### config.mk
export PLATFORM = sky130hd
export DESIGN_NAME = bus_arbiter
export DESIGN_NICKNAME = d
export VERILOG_FILES = /design/src/rtl/bus_arbiter.sv
export SDC_FILE = /design/constraint.sdc
export NUM_CORES = 1
export LEC_CHECK = 0
export ABC_AREA = 1
export CELL_PAD_IN_SITES_DETAIL_PLACEMENT = 0
export CELL_PAD_IN_SITES_GLOBAL_PLACEMENT = 1
export CORE_ASPECT_RATIO = 0.9
export CORE_MARGIN = 1
export CORE_UTILIZATION = 43
export DETAILED_ROUTE_END_ITERATION = 7
export DONT_BUFFER_PORTS = 1
export PLACE_DENSITY_LB_ADDON = 0.1
export SLEW_MARGIN = 20
export SYNTH_ARGS = -nofsm -noshare
export SYNTH_HDL_FRONTEND = slang
export SYNTH_SLANG_ARGS = --single-unit
### constraint.sdc
create_clock -name clk -period 1.9 [get_ports clk]
set_clock_uncertainty 0.05 [all_clocks]
set_input_delay 0.285 -clock clk [delete_from_list [all_inputs] [get_ports clk]]
set_output_delay 0.285 -clock clk [all_outputs]
set_load 0.01 [all_outputs]
### src/rtl/bus_arbiter.sv
// Round-robin owner/sequencer for the shared serial bus: grant, decode slave id, connect, release.
// Optional CONNECT watchdog under ARB_TIMEOUT_EN (timeout_err tied low when undefined).
module bus_arbiter #(
  parameter int NUM_MASTERS    = 2,
  parameter int NUM_SLAVES     = 3,
  parameter int SEL_BITS       = 2,
  parameter int TIMEOUT_CYCLES = 64
) (
  input  logic                   clk,
  input  logic                   reset,
  input  logic [NUM_MASTERS-1:0] m_req,
  input  logic [NUM_MASTERS-1:0] m_valid,
  input  logic [NUM_MASTERS-1:0] m_address,
  output logic [NUM_MASTERS-1:0] m_grant,
  output logic [NUM_SLAVES-1:0]  slave_sel,
  input  logic [NUM_SLAVES-1:0]  slave_rx_done,
  input  logic [NUM_SLAVES-1:0]  slave_tx_done,
  output logic                   bus_busy,
  output logic                   decode_err,
  output logic                   timeout_err
);

  localparam int MW = (NUM_MASTERS > 1) ? $clog2(NUM_MASTERS) : 1;
  localparam int CW = $clog2(SEL_BITS + 1);

  typedef enum logic [1:0] {S_IDLE, S_ADDR, S_CONNECT, S_RELEASE} state_t;

  state_t                 r_state, w_state_nxt;
  logic [MW-1:0]          r_gidx, w_gidx_nxt, r_ptr, w_ptr_nxt, w_pick;
  logic [NUM_MASTERS-1:0] r_grant, w_grant_nxt;
  logic [NUM_SLAVES-1:0]  r_sel, w_sel_nxt, w_sel_oh;
  logic [SEL_BITS-1:0]    r_id, w_id_nxt, w_id_full;
  logic [CW-1:0]          r_cnt, w_cnt_nxt;
  logic                   r_dec_err, w_dec_err_nxt, r_tmo_err, w_tmo_err_nxt;
  logic                   w_found, w_done, w_req_g, w_vld_g, w_addr_g, w_tmo_hit;

`ifdef ARB_TIMEOUT_EN
  localparam int TW = $clog2(TIMEOUT_CYCLES + 1);
  logic [TW-1:0] r_tmo_cnt;

  // Held at zero outside CONNECT, so every CONNECT entry starts from a cleared count.
  always_ff @(posedge clk or negedge reset) begin
    if (!reset)                  r_tmo_cnt <= '0;
    else if (r_state != S_CONNECT) r_tmo_cnt <= '0;
    else                         r_tmo_cnt <= r_tmo_cnt + TW'(1);
  end
  assign w_tmo_hit = (r_state == S_CONNECT) && (r_tmo_cnt == TW'(TIMEOUT_CYCLES - 1));
`else
  assign w_tmo_hit = 1'b0;
`endif

  assign w_req_g  = m_req[r_gidx];
  assign w_vld_g  = m_valid[r_gidx];
  assign w_addr_g = m_address[r_gidx];
  assign w_done   = |((slave_rx_done | slave_tx_done) & r_sel);

  always_comb begin
    int k;
    k       = 0;
    w_found = 1'b0;
    w_pick  = r_ptr;
    for (int i = 0; i < NUM_MASTERS; i++) begin
      k = int'(r_ptr) + i;
      if (k >= NUM_MASTERS) k = k - NUM_MASTERS;
      if (!w_found && m_req[MW'(k)]) begin
        w_found = 1'b1;
        w_pick  = MW'(k);
      end
    end
  end

  always_comb begin
    w_id_full        = r_id;
    w_id_full[r_cnt] = w_addr_g;
    for (int s = 0; s < NUM_SLAVES; s++) w_sel_oh[s] = (int'(w_id_full) == s);
  end

  always_comb begin
    w_state_nxt   = r_state;
    w_gidx_nxt    = r_gidx;
    w_ptr_nxt     = r_ptr;
    w_grant_nxt   = r_grant;
    w_sel_nxt     = r_sel;
    w_id_nxt      = r_id;
    w_cnt_nxt     = r_cnt;
    w_dec_err_nxt = 1'b0;
    w_tmo_err_nxt = 1'b0;
    case (r_state)
      S_IDLE: if (w_found) begin
        w_grant_nxt = NUM_MASTERS'(1) << w_pick;
        w_gidx_nxt  = w_pick;
        w_id_nxt    = '0;
        w_cnt_nxt   = '0;
        w_state_nxt = S_ADDR;
      end
      S_ADDR: begin
        if (!w_req_g) begin
          w_grant_nxt = '0;
          w_state_nxt = S_RELEASE;
        end else if (w_vld_g) begin
          w_id_nxt  = w_id_full;
          w_cnt_nxt = r_cnt + CW'(1);
          if (r_cnt == CW'(SEL_BITS - 1)) begin
            if (int'(w_id_full) < NUM_SLAVES) begin
              w_sel_nxt   = w_sel_oh;
              w_state_nxt = S_CONNECT;
            end else begin
              w_dec_err_nxt = 1'b1;
              w_grant_nxt   = '0;
              w_state_nxt   = S_RELEASE;
            end
          end
        end
      end
      S_CONNECT: if (w_done || !w_req_g || w_tmo_hit) begin
        // A done on the same cycle as a drop or the terminal count is a normal completion.
        w_tmo_err_nxt = w_tmo_hit && !w_done && w_req_g;
        w_grant_nxt   = '0;
        w_sel_nxt     = '0;
        w_state_nxt   = S_RELEASE;
      end
      default: begin
        w_ptr_nxt   = (r_gidx == MW'(NUM_MASTERS - 1)) ? '0 : r_gidx + MW'(1);
        w_state_nxt = S_IDLE;
      end
    endcase
  end

  always_ff @(posedge clk or negedge reset) begin
    if (!reset) begin
      r_state   <= S_IDLE;
      r_gidx    <= '0;
      r_ptr     <= '0;
      r_grant   <= '0;
      r_sel     <= '0;
      r_id      <= '0;
      r_cnt     <= '0;
      r_dec_err <= 1'b0;
      r_tmo_err <= 1'b0;
    end else begin
      r_state   <= w_state_nxt;
      r_gidx    <= w_gidx_nxt;
      r_ptr     <= w_ptr_nxt;
      r_grant   <= w_grant_nxt;
      r_sel     <= w_sel_nxt;
      r_id      <= w_id_nxt;
      r_cnt     <= w_cnt_nxt;
      r_dec_err <= w_dec_err_nxt;
      r_tmo_err <= w_tmo_err_nxt;
    end
  end

  assign m_grant     = r_grant;
  assign slave_sel   = r_sel;
  assign bus_busy    = (r_state != S_IDLE);
  assign decode_err  = r_dec_err;
  assign timeout_err = r_tmo_err;

endmodule
==> results of run 1 <==
timing repair:
item	4_1_cts	5_1_grt
gates resized for setup	0	0
endpoints found under the setup margin	0	0
hold endpoints to repair	14	0
hold buffers	1	0
power breakdown:
group          switching, W  internal (W)  total (W)
Clock              0.000102      0.000117   0.000219
Sequential         0.000115      0.000421   0.000535
Combinational      0.000637      0.000334   0.000971
cells by family (layout without fill, tap and decap cells):
family	after synthesis	after routing	share of synthesized area [%]
AO/OA/AOI/OAI	16	16	9.634
buffers and inverters	20	25	8.683
other	1	1	0.4067
adder cells (fa/ha/maj)	7	7	9.498
flip-flops	14	14	37.99
AND/OR/NAND/NOR	70	70	33.79
metal layers:
| metal | up-vias | wire length [um] |
|---|---|---|
| met2 | 15 | 854 |
| met4 | 0 | 10 |
| li1 | 414 | - |
| met1 | 361 | 945 |
| met3 | 2 | 78 |
| met5 | - | 0 |
flip-flops by register name, indices dropped and copies added, names as in the netlist:
| register | flops |
|---|---|
| r_cnt | 2 |
| slave_sel | 3 |
| decode_err | 1 |
| r_state | 2 |
| r_gidx | 1 |
| r_id | 2 |
| m_grant | 2 |
| r_ptr | 1 |
through the flow:
stage | setup slack (ps) | hold slack, ps | std cells | instance area (um^2)
floorplan | 399.7 | -60.59 | 128 | 922.1
global placement | 339.1 | -60.26 | 153 | 953.4
detailed placement | 289.1 | -60.27 | 153 | 953.4
CTS | 274.5 | 34.75 | 158 | 999.7
global route | 143.0 | 37.62 | 158 | 999.7
finish | 272.4 | 45.14 | 158 | 999.7
path summary, 6_finish.rpt:
check / from / end / cells past startpoint
min in group asynchronous: reset / m_grant[1] / 1
worst max register to register: r_cnt[0] / m_grant[0] / 9
worst max-delay path: r_cnt[0] / m_grant[0] / 9
worst min-delay path: m_req[0] / r_gidx / 1
worst min register to register: r_cnt[0] / r_cnt[0] / 1
max in group asynchronous: reset / m_grant[0] / 1
area by class of cell:
type / count / area [um^2]
multi-input combinational: 94 / 491.7
fill: 213 / 970.9
timing repair buffer: 2 / 17.52
tap: 25 / 31.28
clock buffer: 4 / 36.28
inverter: 19 / 72.57
sequential: 14 / 350.3
critical path, stage by stage, from the launching register on:
cell	delay (ps)
sky130_fd_sc_hd__dfrtp_1	390
sky130_fd_sc_hd__inv_1	50
sky130_fd_sc_hd__ha_1	190
sky130_fd_sc_hd__or2_2	300
sky130_fd_sc_hd__nand2_2	120
sky130_fd_sc_hd__nand3_1	100
sky130_fd_sc_hd__nand3_1	120
sky130_fd_sc_hd__nand2_1	80
sky130_fd_sc_hd__nand2_1	60
sky130_fd_sc_hd__nand2_1	40
synthesized netlist by cell type:
library cell / count
sky130_fd_sc_hd__a21oi_1: 1
sky130_fd_sc_hd__a21oi_2: 1
sky130_fd_sc_hd__a31oi_1: 1
sky130_fd_sc_hd__buf_4: 1
sky130_fd_sc_hd__clkinv_2: 1
sky130_fd_sc_hd__conb_1: 1
sky130_fd_sc_hd__dfrtp_1: 14
sky130_fd_sc_hd__ha_1: 7
sky130_fd_sc_hd__inv_1: 17
sky130_fd_sc_hd__inv_2: 1
sky130_fd_sc_hd__nand2_1: 34
sky130_fd_sc_hd__nand2_2: 4
sky130_fd_sc_hd__nand3_1: 15
sky130_fd_sc_hd__nand4_1: 1
sky130_fd_sc_hd__nor2_1: 8
sky130_fd_sc_hd__nor2_2: 4
sky130_fd_sc_hd__nor3_1: 2
sky130_fd_sc_hd__nor4_1: 1
sky130_fd_sc_hd__o21ai_0: 12
sky130_fd_sc_hd__o21ai_2: 1
sky130_fd_sc_hd__or2_2: 1
==> summary.txt, run 1 <==
Cells and area
  • Fraction of layout cells with a size suffix above 1: 13.53%
  • Final core utilization: 50.73%
  • Syn-to-layout area delta: 8.413%
  • Most used cells in the layout excluding fill and tap cells: sky130_fd_sc_hd__nand2_1, sky130_fd_sc_hd__inv_1, sky130_fd_sc_hd__nand3_1
  • Number of nets in the finished design: 155
  • Antenna Cells: 0
  • Leading cell type in the layout, fill and taps excluded: sky130_fd_sc_hd__nand2_1

Drt
  • DRT antenna net count: 0
  • First drt pass iteration count: 4
  • Initial detailed-routing violation count: 24
  • Number of remaining DRC errors: 0
  • Total via count in the routed design: 792
  • Sum of routed wire length over all layers: 1888 um
  • Vias per std cell: 5.013
  • Wire length per cell: 11.95 um

Synthesis
  • Mapped Cells: 128
  • Cell types with the largest area share after synthesis: sky130_fd_sc_hd__dfrtp_1, sky130_fd_sc_hd__nand2_1, sky130_fd_sc_hd__ha_1, sky130_fd_sc_hd__nand3_1, sky130_fd_sc_hd__inv_1
  • Proportion of synthesized chip area in sequential cells: 37.99%
  • Area share of the leading cell type in the synthesized netlist: 37.99%
  • Post-synth top area cell: sky130_fd_sc_hd__dfrtp_1
  • Register bit total from synthesis: 14
  • Warnings from Yosys: 0
  • Post-Syn Area: 922.1 um^2
  • Synthesized netlist net count: 149
  • Count of distinct cell types in the synthesized netlist: 21
  • Average footprint of a synthesized cell: 7.204 um^2

Global routing
  • GR met3 Demand/Resource: 7.000%
  • Met2 usage: 33.07%
  • Global-route track usage on met1: 24.75%
  • GRT Resource Usage Total: 19.66%
  • Most utilized layer in the global route result: met2
  • Antenna violations before repair: 0
  • Grt ovf: 0
  • Largest net degree at the start of global routing: 15
  • Global-route wire length before repair: 3305 um
  • Via count of the first global-routing pass: 752

Critical path
  • WP data arrival: 1760 ps
  • Type of element capturing the critical path: flop
  • CP Max Fanout: 6
  • Required arrival time at the worst endpoint: 2030 ps
  • Setup Crit Path Kind: flop to flop
  • Register-to-register setup slack: 270 ps
  • Critical Path Source Type: flop

Clocking
  • Source-to-sink clock delay at the later pin of the worst-skew pair: 290 ps
  • Number of setup buffers added after CTS: 0
  • Cell at the root of the clock tree: sky130_fd_sc_hd__clkbuf_4
  • Maximum buffer depth of the clock tree: 2
  • Number of sinks handled by clock tree synthesis: 14
  • TritonCTS clock tree: yes
  • Htree depth: 1
  • Total clock buffers created by CTS: 3
  • Clock Pin Slew Worst Setup and Hold Paths: 90 ps

Timing
  • Worst slew margin relative to its limit: 56.00%
  • Finish-stage setup viols: 0
  • Accumulated negative setup slack: 0 ps
  • Portion of the clock cycle consumed by the worst path in the final layout: 85.67%
  • Final Max Slew Viols: 0
  • Transition time at the pin with the least slew margin: 657.9 ps
  • Upper clock frequency limit: 614.4 MHz
  • Final period demand of the worst path: 1628 ps
  • Hold violation total from the final report: 0
  • RSZ-0062 raised after global routing: no

Pwr
  • Overall power after layout: 0.001726 W
  • Peak ir drop on the vdd network: 820.9 uV
  • Leak pwr: 0.5293 nW
  • Power density over the cells: 1726 nW/um^2

Flow run
  • Max-capacitance violation count: 0

Placement
  • Input/output buffers: 0
  • Placer's final routability congestion estimate: 0.8466
  • Detailed placement HPWL: 1505 um

Die
  • I/O pin count: 22
  • Starting utilization of the core area: 46.79%
  • Count of standard-cell rows: 15
  • Core region area: 1971 um^2
  • Die Span Y: 45.93 um
  • Die area: 2334 um^2
  • Die Span X: 50.82 um

Hold path
  • Worst min path class: primary input to flop

Outcome
  • Run status: complete, no violations
Note: power is estimated with default switching activity, not from simulation.
==> run 2: changes to the inputs <==
- BUFFER_PORTS_ARGS: not set -> -buffer_cell sky130_fd_sc_hd__buf_2
- CORE_UTILIZATION: 43 -> 36
- DONT_BUFFER_PORTS: 1 -> not set
==> summary.txt, run 2 (synthesis results as in run 1) <==
Timing
  • RSZ-0062 raised after global routing: no
  • Finish-stage setup viols: 0 (unchanged)
  • Hold violation total from the final report: 0 (unchanged)
  • Final Max Slew Viols: 0 (unchanged)
  • Portion of the clock cycle consumed by the worst path in the final layout: 88.93% (+3.3 points)
  • Hold slack final: 169.2 ps (+124.1 ps)
  • Accumulated negative setup slack: 0 ps (unchanged)
  • Final period demand of the worst path: 1690 ps (+62.04 ps)
  • Final Worst Setup Slack: 210.3 ps (-62.04 ps)
  • Upper clock frequency limit: 591.8 MHz (-3.7%)

Placement
  • Inst Count DP: 175 (+14%)
  • Detailed placement HPWL: 1621 um (+7.7%)
  • Placer's final routability congestion estimate: 0.7771 (-8.2%)
  • Cell area reported after detailed placement: 1050 um^2 (+10%)
  • Input/output buffers: 20 (+20)
  • Dpl ws: 215.1 ps (-74.06 ps)

Drt
  • Sum of routed wire length over all layers: 1948 um (+3.2%)
  • Vias per std cell: 4.648 (-7.3%)
  • Wire length per cell: 10.88 um (-8.9%)
  • Number of remaining DRC errors: 0 (unchanged)
  • First drt pass iteration count: 3 (-1)
  • Initial detailed-routing violation count: 5 (-79%)
  • DRT antenna net count: 0 (unchanged)
  • Total via count in the routed design: 832 (+5.1%)

Clocking
  • Maximum buffer depth of the clock tree: 2 (unchanged)
  • Post-cts repair resize count: 0 (unchanged)
  • Clock Pin Slew Worst Setup and Hold Paths: 80 ps (about the same)
  • Number of sinks handled by clock tree synthesis: 14 (unchanged)
  • Htree depth: 1 (unchanged)
  • Cell at the root of the clock tree: sky130_fd_sc_hd__clkbuf_4
  • Source-to-sink clock delay at the later pin of the worst-skew pair: 280 ps (about the same)
  • Total clock buffers created by CTS: 3 (unchanged)
  • TritonCTS clock tree: yes

Die
  • Die Span X: 55.35 um (+8.9%)
  • Die Span Y: 50.02 um (+8.9%)
  • Starting utilization of the core area: 37.70% (-9.1 points)
  • Die area: 2768 um^2 (+19%)
  • Core region area: 2446 um^2 (+24%)
  • I/O pin count: 22 (unchanged)
  • Count of standard-cell rows: 17 (+2)

Cells and area
  • Post-layout instance area: 1082 um^2 (+8.3%)
  • Max reg flops: 3 (unchanged)
  • Final non-filler cell total: 179 (+13%)
  • Syn-to-layout area delta: 17.37%
  • Leading cell type in the layout, fill and taps excluded: sky130_fd_sc_hd__nand2_1
  • Antenna Cells: 0 (unchanged)
  • Most used cells in the layout excluding fill and tap cells: sky130_fd_sc_hd__nand2_1, sky130_fd_sc_hd__buf_2, sky130_fd_sc_hd__inv_1
  • Fraction of layout cells with a size suffix above 1: 23.84% (+10 points)
  • Number of nets in the finished design: 174 (+12%)

Pwr
  • Part of the power in registers: 30.1% (-0.9 points)
  • Leak pwr: 0.6018 nW (+14%)
  • Clock network fraction of design power: 9.6% (-3.1 points)
  • Power density over the cells: 1580 nW/um^2 (-8.5%)
  • Combinational group share of total power: 60.3% (+4.0 points)
  • Switching portion of total power: 49.87% (+0.37 points)
  • Internal power: 0.0008570 W (-1.7%)
  • Peak ir drop on the vdd network: 842.2 uV (+2.6%)
  • Switching Power: 0.0008526 W (-0.18%)

Critical path
  • Critical Path Source Type: flop
  • Required arrival time at the worst endpoint: 2030 ps (about the same)
  • CP Max Fanout: 6 (unchanged)
  • Setup Crit Path Kind: flop to flop
  • Type of element capturing the critical path: flop
  • WP data arrival: 1810 ps (+50 ps)

Global routing
  • Grt ovf: 0 (unchanged)
  • Global-route wire length before repair: 3484 um (+5.4%)
  • Via count of the first global-routing pass: 813 (+8.1%)
  • GRT Resource Usage Total: 16.36% (-3.3 points)
  • Largest net degree at the start of global routing: 15 (unchanged)
  • Antenna violations before repair: 0 (unchanged)

Hold path
  • Worst min path class: primary input to flop

Outcome
  • Run status: complete, no violations

Flow run
  • Max-capacitance violation count: 0 (unchanged)
## run 2: worst paths after layout
| check | cells past startpoint | end | slack (ps) | from |
|---|---|---|---|---|
| setup / recovery | 9 | m_grant[1] | 210 | r_state[1] |
| hold / removal | 2 | r_gidx | 170 | m_req[0] |
| setup reg to reg | 9 | m_grant[1] | 210 | r_state[1] |
| hold reg to reg | 2 | m_grant[1] | 420 | m_grant[1] |
| max in group asynchronous | 2 | slave_sel[0] | 1170 | reset |
| min in group asynchronous | 2 | slave_sel[1] | 380 | reset |
## run 2: what timing repair did
action | CTS | global route
endpoints found under the hold margin | 14 | 0
buffers inserted | 0 | 0
hold buffers | 1 | 0
## run 2: power by group through the flow
stage	combinational, W	sequential, W	clock (W)
2_1_floorplan	0.000777	0.000519	0
5_1_grt	0.00122	0.000528	0.000188
3_5_place_dp	0.00104	0.000522	0
6_report	0.00103	0.000515	0.000164
4_1_cts	0.00105	0.000515	0.000179
3_3_place_gp	0.00105	0.000517	0
## run 2: layout make-up
class,instances,area [um^2]
Fill cell,265,1364
Multi-Input combinational cell,94,491.7
Sequential cell,14,350.3
Timing Repair Buffer,21,110.1
Inverter,19,72.57
Tap cell,28,35.03
Clock buffer,3,22.52
## run 2: per-stage QoR
step / total power, W / util (%)
after floorplan: 0.001297 / -
after global placement: 0.001569 / 42.92
after detailed placement: 0.001566 / 42.92
after CTS: 0.001744 / 44.25
after global routing: 0.001937 / 44.25
final: 0.001710 / 44.25
## run 2: critical path, stage by stage, from the launching register on
cell	delay (ps)
sky130_fd_sc_hd__dfrtp_1	430
sky130_fd_sc_hd__inv_1	110
sky130_fd_sc_hd__ha_1	280
sky130_fd_sc_hd__inv_1	130
sky130_fd_sc_hd__nor2_2	160
sky130_fd_sc_hd__clkinv_2	90
sky130_fd_sc_hd__nand3_1	140
sky130_fd_sc_hd__nand2_1	90
sky130_fd_sc_hd__nand2_1	60
sky130_fd_sc_hd__nand2_1	40
## run 2: metal layers
layer  part of all wire, %  global-route usage, %  vias up
met3                   3.2                  5.512        2
met1                    51                  21.51      366
li1                      -                      -      453
met5                     0                      0        -
met2                    45                  25.90       11
met4                  0.62                  3.750        0
